File: src/rtl/lsu_pkg.sv
// lsu_pkg: shared types and constants for the load/store unit.
//   lsu_state_t   : LSU control states
//   F3_*          : RV32I funct3 encodings for load/store sizes
//   is_misaligned : true when an access cannot be issued to the word RAM
package lsu_pkg;

  typedef enum logic [2:0] {
    IDLE = 3'd0,
    REQ  = 3'd1,
    WAIT = 3'd2,
    DONE = 3'd3,
    ERR  = 3'd4
  } lsu_state_t;

  localparam logic [2:0] F3_B  = 3'b000;
  localparam logic [2:0] F3_H  = 3'b001;
  localparam logic [2:0] F3_W  = 3'b010;
  localparam logic [2:0] F3_BU = 3'b100;
  localparam logic [2:0] F3_HU = 3'b101;

  // Illegal size encodings are folded into the misaligned error so the
  // core only ever sees one kind of access fault.
  function automatic logic is_misaligned(input logic [2:0] funct3,
                                         input logic [1:0] byte_off);
    logic bad;
    bad = 1'b1;
    case (funct3)
      F3_B, F3_BU: bad = 1'b0;
      F3_H, F3_HU: bad = byte_off[0];
      F3_W:        bad = (byte_off != 2'b00);
      default:     bad = 1'b1;
    endcase
    return bad;
  endfunction

endpackage

File: src/rtl/load_extend.sv
// load_extend: combinational load data alignment and extension.
//   word     in  32  raw word read from the data RAM
//   byte_off in  2   low address bits selecting the starting byte lane
//   funct3   in  3   load size/sign encoding
//   result   out 32  right-aligned, sign- or zero-extended load value
module load_extend
  import lsu_pkg::*;
(
  input  logic [31:0] word,
  input  logic [1:0]  byte_off,
  input  logic [2:0]  funct3,
  output logic [31:0] result
);

  logic [31:0] shifted;

  always_comb begin
    shifted = word >> {byte_off, 3'b000};
    result  = shifted;
    case (funct3)
      F3_B:    result = {{24{shifted[7]}}, shifted[7:0]};
      F3_H:    result = {{16{shifted[15]}}, shifted[15:0]};
      F3_BU:   result = {24'd0, shifted[7:0]};
      F3_HU:   result = {16'd0, shifted[15:0]};
      default: result = shifted;
    endcase
  end

endmodule

File: src/rtl/load_store_unit.sv
// load_store_unit: RV32I memory-access stage between the ALU and writeback.
//   clk, rst_n                  clock, synchronous active-low reset
//   req_valid/ready/we/funct3/addr/wdata   core request (ready/valid)
//   mem_req/we/addr/wstrb/wdata, mem_gnt   word RAM request channel
//   mem_rvalid/rdata                       word RAM read response
//   rsp_valid/rdata/err                    one-cycle completion to writeback
module load_store_unit
  import lsu_pkg::*;
#(
  parameter int DATA_W = 32
) (
  input  logic              clk,
  input  logic              rst_n,
  input  logic              req_valid,
  output logic              req_ready,
  input  logic              req_we,
  input  logic [2:0]        req_funct3,
  input  logic [DATA_W-1:0] req_addr,
  input  logic [DATA_W-1:0] req_wdata,
  output logic              mem_req,
  output logic              mem_we,
  output logic [DATA_W-1:0] mem_addr,
  output logic [3:0]        mem_wstrb,
  output logic [DATA_W-1:0] mem_wdata,
  input  logic              mem_gnt,
  input  logic              mem_rvalid,
  input  logic [DATA_W-1:0] mem_rdata,
  output logic              rsp_valid,
  output logic [DATA_W-1:0] rsp_rdata,
  output logic              rsp_err
);

  lsu_state_t        state_q, state_d;
  logic              we_q;
  logic [2:0]        funct3_q;
  logic [DATA_W-1:0] addr_q;
  logic [DATA_W-1:0] wdata_q;
  logic [DATA_W-1:0] rdata_q;
  logic [DATA_W-1:0] ext_data;
  logic [3:0]        lane_strb;
  logic [DATA_W-1:0] lane_data;
  logic              capture;
  logic              in_req;

  // Extension works straight off the RAM bus so the result can be
  // registered in the same edge that the read data arrives.
  load_extend u_load_extend (
    .word     (mem_rdata),
    .byte_off (addr_q[1:0]),
    .funct3   (funct3_q),
    .result   (ext_data)
  );

  assign capture = !we_q && mem_rvalid &&
                   ((state_q == REQ && mem_gnt) || state_q == WAIT);

  always_comb begin
    state_d = state_q;
    case (state_q)
      IDLE: if (req_valid)
              state_d = is_misaligned(req_funct3, req_addr[1:0]) ? ERR : REQ;
      REQ:  if (mem_gnt)
              state_d = (we_q || mem_rvalid) ? DONE : WAIT;
      WAIT: if (mem_rvalid) state_d = DONE;
      DONE: state_d = IDLE;
      ERR:  state_d = IDLE;
      default: state_d = IDLE;
    endcase
  end

  always_ff @(posedge clk) begin
    if (!rst_n) begin
      state_q  <= IDLE;
      we_q     <= 1'b0;
      funct3_q <= 3'b000;
      addr_q   <= '0;
      wdata_q  <= '0;
      rdata_q  <= '0;
    end else begin
      state_q <= state_d;
      if (state_q == IDLE && req_valid) begin
        we_q     <= req_we;
        funct3_q <= req_funct3;
        addr_q   <= req_addr;
        wdata_q  <= req_wdata;
      end
      // Stores and errors complete with zero data; loads with the
      // extended word. Only entry into DONE/ERR updates the result.
      if (state_d == DONE || state_d == ERR)
        rdata_q <= capture ? ext_data : '0;
    end
  end

  // Store data is replicated across all lanes so the strobes alone pick
  // the bytes that land in RAM.
  always_comb begin
    lane_strb = 4'b0000;
    lane_data = wdata_q;
    case (funct3_q)
      F3_B: begin
        lane_strb = 4'b0001 << addr_q[1:0];
        lane_data = {4{wdata_q[7:0]}};
      end
      F3_H: begin
        lane_strb = 4'b0011 << addr_q[1:0];
        lane_data = {2{wdata_q[15:0]}};
      end
      F3_W: lane_strb = 4'b1111;
      default: lane_strb = 4'b0000;
    endcase
    if (!we_q) lane_strb = 4'b0000;
  end

  assign in_req    = (state_q == REQ);
  assign req_ready = (state_q == IDLE);
  assign mem_req   = in_req;
  assign mem_we    = in_req && we_q;
  assign mem_addr  = in_req ? {addr_q[DATA_W-1:2], 2'b00} : '0;
  assign mem_wstrb = in_req ? lane_strb : 4'b0000;
  assign mem_wdata = in_req ? lane_data : '0;
  assign rsp_valid = (state_q == DONE) || (state_q == ERR);
  assign rsp_err   = (state_q == ERR);
  assign rsp_rdata = rdata_q;

endmodule

File: config.mk
export PLATFORM = sky130hd
export DESIGN_NAME = load_store_unit
export DESIGN_NICKNAME = d
export VERILOG_FILES = /design/src/rtl/lsu_pkg.sv /design/src/rtl/load_extend.sv /design/src/rtl/load_store_unit.sv
export SDC_FILE = /design/constraint.sdc
export NUM_CORES = 1
export LEC_CHECK = 0
export ABC_CLOCK_PERIOD_IN_PS = 3200
export CAP_MARGIN = 5
export CORE_MARGIN = 2
export CORE_UTILIZATION = 48
export CTS_BUF_LIST = sky130_fd_sc_hd__clkbuf_8
export DETAILED_ROUTE_END_ITERATION = 10
export PLACE_DENSITY = 0.88
export RECOVER_POWER = 50
export SYNTH_ARGS = -nofsm -noshare
export SYNTH_HDL_FRONTEND = slang
export SYNTH_SLANG_ARGS = --single-unit
File: constraint.sdc
create_clock -name clk -period 3.2 [get_ports clk]
set_input_delay 0.64 -clock clk [delete_from_list [all_inputs] [get_ports clk]]
set_output_delay 0.64 -clock clk [all_outputs]
set_load 0.005 [all_outputs]
==> results of run 1 <==
==> power groups by stage <==
| stage | clock, mW | sequential [mW] | combinational (mW) |
|---|---|---|---|
| after floorplan | 0 | 1.44 | 0.398 |
| after global placement | 0 | 1.47 | 0.671 |
| after detailed placement | 0 | 1.48 | 0.688 |
| after CTS | 0.831 | 1.45 | 0.692 |
| after global routing | 0.886 | 1.46 | 0.746 |
| final | 0.830 | 1.45 | 0.685 |
==> layout make-up <==
| cell class | instances | area, um^2 | share of cell area (%) |
|---|---|---|---|
| clock inverters | 6 | 61.3 | 0.830 |
| diodes | 1 | 2.50 | 0.0339 |
| inverters | 4 | 15.0 | 0.203 |
| repair buffers | 220 | 2180 | 29.5 |
| multi-input cells | 509 | 2760 | 37.4 |
| clock buffers | 10 | 138 | 1.86 |
| flip-flops and latches | 103 | 2060 | 27.9 |
| well taps | 136 | 170 | 2.30 |
==> flip-flops by register name, summed over array words and instances (netlist names) <==
register and cells:
state_q 3, rsp_rdata 32, wdata_q 32, funct3_q 3, we_q 1, addr_q 32
==> critical path: stages, from the launching register on <==
cell and delay, ns:
sky130_fd_sc_hd__dfxtp_1 0.44, sky130_fd_sc_hd__nor2_2 0.57, sky130_fd_sc_hd__buf_4 0.27, sky130_fd_sc_hd__nand2_1 0.06, sky130_fd_sc_hd__a21oi_1 0.17, sky130_fd_sc_hd__clkdlybuf4s50_1 0.53
==> kinds of logic after synthesis <==
family | Yosys count | share of synthesized area (%)
AND/OR/NAND/NOR | 299 | 26.1
AO/OA/AOI/OAI | 180 | 21.8
flip-flops | 103 | 40.4
buffers and inverters | 61 | 5.67
multiplexers | 26 | 5.57
XOR/XNOR | 2 | 0.343
other | 1 | 0.0735
==> Yosys cell counts (all sizes together) (6+ instances only) <==
library cell    n  area share (%)
mux2i          16             3.1
nand2         198              15
and2           40             4.9
a21oi         104              11
a211oi          8             1.2
buf            21             2.7
mux2            9             2.0
a32oi           7             1.2
a2bb2oi         7             1.2
clkbuf         36             2.6
a211o           7             1.2
nor3            6            0.91
nor2           35             2.6
nor2b          12             1.5
o21ai          26             2.6
dfxtp         103              40
a22oi           9             1.3
==> how the worst min path moves through the flow <==
stage | start | endpoint | slack [ns] | depth (start not counted)
floorplan | addr_q[10] | addr_q[10] | 0.43 | 2
global route | wdata_q[28] | wdata_q[28] | 0.48 | 2
finish | addr_q[9] | addr_q[9] | 0.46 | 2
detailed placement | addr_q[9] | addr_q[9] | 0.44 | 2
global placement | addr_q[5] | addr_q[5] | 0.44 | 2
CTS | addr_q[9] | addr_q[9] | 0.46 | 2
==> routing by layer <==
layer  vias to the layer above  part of all wire, %  global-route usage, %
met4                         0                  2.1                   10.5
li1                       2593                    -                      -
met1                      2533                   41                   34.3
met3                        29                  8.9                   6.50
met2                       250                   48                   44.8
met5                         -                    0                      0
==> what timing repair did <==
item                                    4_1_cts  5_1_grt
gates resized for setup                       0        2
hold endpoints to repair                      0        0
endpoints found under the setup margin        0        8
==> through the flow <==
step           setup WS (ns)  cells
2_1_floorplan           1.16    673
3_3_place_gp           0.588    972
3_5_place_dp           0.481    972
4_1_cts               0.0827    988
5_1_grt               0.0179    988
6_report               0.163    989
==> metrics.md, run 1 <==
| Metric | Value |
|---|---|
| Outcome | `completed` |
| Final Hold Viols | `0` |
| Cell area power density | `around 400 nW/um^2` |
| Remaining design rule violation count | `0` |
| Placed cell areas | `7190 um^2` |
| Post-layout net count | `952` |
| H-tree lvl count | `3` |
| RR Endpoint | `rsp_rdata[17]` |
| Final period util | `about 95%` |
| Worst setup slack for register-to-register paths | `0.79 ns` |
| Post-synth EDFFs | `0` |
| Slew at the pin closest to its max-slew limit | `around 1.4 ns` |
| Crit path capture type | `output port` |
| Total global routing track utilization | `27.2%` |
| Reg2Reg Depth | `6` |
| Max Buffers Root-to-Sink | `2` |
| Setup clock skew after layout | `approximately 0.0089 ns` |
| Number of nets with antenna violations after routing | `0` |
| Routed WL | `16300 um` |
| Seq/Total Area, Yosys | `40.4%` |
| Initial core utilization | `about 49%` |
| End point of the critical path | `mem_wdata[20]` |
| Height of the die | `around 110 um` |
| TritonCTS clock tree | `built` |
| Post-CTS setup buffer count | `0` |
| Area Overhead vs Synth | `44.8%` |
| Wire length of the first global-routing pass | `25000 um` |
| Boundary Pins | `210` |
| Number of placement rows | `37` |
| Vias after detailed routing | `5405` |
| Origin of the critical flop-to-flop path | `addr_q[1]` |
| Data required time at the worst endpoint | `2.56 ns` |
| Slew Viols, Final | `0` |
| DIE AREA | `11500 um^2` |
| Drt initial violations | `395` |
| RD Place Congestion | `0.927` |
| Portion of total power attributed to the clock network | `28.0%` |
| Peak fanout along the critical path | `18` |
| Cts-stage hold buffer count | `0` |
| Fraction of power consumed by combinational cells | `23.1%` |
| Worst slew margin | `6.86%` |
| CORE AREA | `10300 um^2` |
| Post-route setup TNS | `0 ns` |
| P_sw | `876 uW` |
| Power share of the sequential group | `48.9%` |
| Proportion of layout cells with a drive suffix above 1 | `under 10%` |
| Fmax | `between 300 and 400 MHz` |
| Flip-flop and latch count after synthesis | `103` |
| Worst Hold Slack | `0.455 ns` |
| Clock root cell | `sky130_fd_sc_hd__clkbuf_8` |
| Kind of launch point of the worst setup path | `flip-flop` |
| Maximum number of pins on one net before global-route repair | `70` |
| Worst-path clk slew | `0.10 ns` |
| Most common cell after layout, fill and taps aside | `sky130_fd_sc_hd__nand2_1` |
| Hold Crit Class | `reg -> reg` |
| Number of violations of the max-capacitance limit | `0` |
| Number of detailed-route iterations in the first pass | `5` |
| Number of antenna violations at the first check in global routing | `0` |
| Distinct cells, synth | `49` |
| Number of sinks driven by the clock tree | `a little over 100` |
| Switching Fraction | `29.6%` |
| Final Util | `between 70 and 80%` |
| Worst setup path startpoint | `funct3_q[1]` |
| Number of CTS-inserted buffers | `9` |
| Final cell area excluding filler cells | `7390 um^2` |
| Setup repair after global routing missed its margin | `no` |
| Mapped cell area | `5100 um^2` |
| Final setup fails | `0` |
| Total Power Consumption | `2.96 mW` |
| Total of fill cells in the finished design | `815` |
| Count of input and output buffers | `207` |
| Via count of the first global-routing pass | `5107` |
| Mean Syn Cell Area | `7.59 um^2` |
| Overflow after GRT | `0` |
| Peak supply drop | `0.000247 V` |
| Later-pin clock latency in the skew report | `0.37 ns` |
| Number of warnings issued by yosys | `0` |
| Detail Placement HPWL | `about 12000 um` |
| Gate Count Post-Synth | `about 670` |
| Worst Path Arrival | `2.40 ns` |
| Internal cell power | `2.09 mW` |
| Commonest non-fill, non-tap cells in the layout | `sky130_fd_sc_hd__nand2_1 (198), sky130_fd_sc_hd__clkdlybuf4s50_1 (173), sky130_fd_sc_hd__dfxtp_1 (102)` |
| Number of vias per cell | `between 5 and 6` |
| Post-synth ARST share | `0%` |
| Commonest register cell after synthesis | `sky130_fd_sc_hd__dfxtp_1` |
| Wire length per cell after detailed routing | `16.4 um` |
| Kind of critical path | `reg -> out` |
| Final critical path time including I/O delays and setup | `3.04 ns` |
| Standby leakage power | `2.75 nW` |
| Horizontal die dimension | `107 um` |
(Power assumes the default switching activity.)
==> run 2, diff against run 1 <==
Settings changed: MAX_ROUTING_LAYER set to met4.
==> metrics.md, run 2 (same netlist as run 1, synthesis figures left out) <==
| Metric | Value |
|---|---|
| Count of input and output buffers | `207 (unchanged)` |
| Overflow after GRT | `0 (unchanged)` |
| Highest-utilization routing layer at the global route stage | `met2` |
| Data required time at the worst endpoint | `2.56 ns (about the same)` |
| Number of antenna violations at the first check in global routing | `0 (unchanged)` |
| Remaining design rule violation count | `0 (unchanged)` |
| Slew Viols, Final | `0 (unchanged)` |
| Count of placed standard cells including taps | `972 (unchanged)` |
| DIE AREA | `11500 um^2 (unchanged)` |
| Setup clock skew after layout | `0.0102 ns (+0.00138 ns)` |
| Max Buffers Root-to-Sink | `2 (unchanged)` |
| Number of nets with antenna violations after routing | `0 (unchanged)` |
| Pre-CTS setup slack | `0.555 ns (+0.0738 ns)` |
| Post-route worst setup slack | `0.157 ns (-0.00573 ns)` |
| Slew at the pin closest to its max-slew limit | `1.01 ns (-0.382 ns)` |
| Vias after detailed routing | `5483 (+1.4%)` |
| Clock root cell | `sky130_fd_sc_hd__clkbuf_8` |
| Initial core utilization | `49.4% (unchanged)` |
| CORE AREA | `10300 um^2 (unchanged)` |
| Cells on Worst Hold Path | `2 (unchanged)` |
| Height of the die | `107 um (unchanged)` |
| H-tree lvl count | `3 (unchanged)` |
| Outcome | `completed` |
| Antenna cells | `0 (-1)` |
| Peak fanout along the critical path | `18 (unchanged)` |
| Reg2Reg Depth | `5 (-1)` |
| Via count of the first global-routing pass | `5078 (-0.57%)` |
| Worst Path Arrival | `2.40 ns (about the same)` |
| Most common cell after layout, fill and taps aside | `sky130_fd_sc_hd__nand2_1` |
| Kind of critical path | `reg -> out` |
| Total global routing track utilization | `28.1% (+0.92 points)` |
| Worst slew margin | `32.4% (+25 points)` |
| Number of CTS-inserted buffers | `9 (unchanged)` |
| Number of vias per cell | `5.56 (+1.6%)` |
| Met2 routing resource usage after global routing | `44.5% (-0.23 points)` |
| Proportion of layout cells with a drive suffix above 1 | `6.82% (-0.11 points)` |
| Number of violations of the max-capacitance limit | `0 (unchanged)` |
| Final setup fails | `0 (unchanged)` |
| Area Overhead vs Synth | `45.0%` |
| Met3 usage in global routing | `5.71% (-0.79 points)` |
| Fmax | `329 MHz (-0.19%)` |
| Peak supply drop | `0.000265 V (+7.4%)` |
| Detail Placement HPWL | `11700 um (-0.41%)` |
| Crit path capture type | `output port` |
| Horizontal die dimension | `107 um (unchanged)` |
| Number of detailed-route iterations in the first pass | `5 (unchanged)` |
| Met1 Use GR | `35.2% (+0.87 points)` |
| Wire length of the first global-routing pass | `25100 um (about the same)` |
| Standby leakage power | `2.76 nW (+0.24%)` |
| Wire length per cell after detailed routing | `16.4 um (-0.57%)` |
| Cell area power density | `406 nW/um^2 (+1.3%)` |
| Number of placement rows | `37 (unchanged)` |
| Drt initial violations | `437 (+11%)` |
| Boundary Pins | `210 (unchanged)` |
| Setup repair after global routing missed its margin | `no` |
| Later-pin clock latency in the skew report | `0.36 ns (about the same)` |
| Post-route insts no fill | `987 (-0.20%)` |
| Final period util | `95.1% (+0.18 points)` |
| Post-route setup TNS | `0 ns (unchanged)` |
| Number of sinks driven by the clock tree | `103 (unchanged)` |
| RD Place Congestion | `0.953 (+2.8%)` |
| Worst-path clk slew | `0.09 ns (about the same)` |
| Hold Crit Class | `reg -> reg` |
| TritonCTS clock tree | `built` |
| Maximum number of pins on one net before global-route repair | `54 (-23%)` |
| Kind of launch point of the worst setup path | `flip-flop` |
| Routed WL | `16100 um (-0.77%)` |
| Final Hold Viols | `0 (unchanged)` |
| Post-layout net count | `952 (unchanged)` |
| Final critical path time including I/O delays and setup | `3.04 ns (+0.00574 ns)` |
| Post-cts gate resize count | `0 (unchanged)` |
| Commonest non-fill, non-tap cells in the layout | `sky130_fd_sc_hd__nand2_1 (198), sky130_fd_sc_hd__clkdlybuf4s50_1 (173), sky130_fd_sc_hd__dfxtp_1 (102)` |
| Post-CTS setup buffer count | `0 (unchanged)` |
| Worst Hold Slack | `0.455 ns (+0.000131 ns)` |
| Cts-stage hold buffer count | `0 (unchanged)` |
## run 2: cell count changes in the layout (fill, tap and decap cells not counted), sizes merged
cell,change
clkinvlp,-2
inv,-2
bufinv,+1
diode,-1
clkinv,+3
clkbuf,-1
## run 2: area by class of cell
class	instances	area (um^2)
clock buffer	9	124
multi-input combinational	509	2760
fill	794	2930
timing repair buffer	220	2180
clock inverter	6	86.3
sequential	103	2060
tap	136	170
inverter	4	15.0
## run 2: final timing paths
check	start	end	slack [ns]
setup / recovery	funct3_q[1]	mem_wdata[18]	0.16
hold / removal	addr_q[24]	addr_q[24]	0.46
setup reg to reg	state_q[0]	wdata_q[29]	0.72
hold reg to reg	addr_q[24]	addr_q[24]	0.46
## run 2: layer usage
layer | wire (um) | share of wire [%]
met1 | 6440 | 40
met2 | 7640 | 47
met3 | 1620 | 10
met4 | 433 | 2.7
met5 | 0 | 0
## run 2: through the flow
stage | utilization (%) | instance area, um^2 | power, mW
floorplan | - | 5100 | 1.84
global placement | 69.6 | 7190 | 2.14
detailed placement | 69.6 | 7190 | 2.16
CTS | 71.7 | 7400 | 3.03
global route | 71.7 | 7400 | 3.14
finish | 71.7 | 7400 | 3.01
## run 2: where the power goes
group	switching (mW)	internal [mW]
combinational	0.348	0.337
sequential	0.0758	1.37
clock	0.439	0.435
## run 2: worst max-delay path, stage by stage (launching register included)
cell	delay, ns
sky130_fd_sc_hd__dfxtp_1	0.44
sky130_fd_sc_hd__nor2_2	0.59
sky130_fd_sc_hd__buf_4	0.27
sky130_fd_sc_hd__nand2_1	0.06
sky130_fd_sc_hd__a21oi_1	0.15
sky130_fd_sc_hd__clkdlybuf4s50_1	0.54
==> run 3, diff against run 2 <==
Settings changed: CTS_CLUSTER_SIZE set to 14.
==> results of run 3 <==
Same layout as run 2: the final DEF is identical, and so are final timing and power.
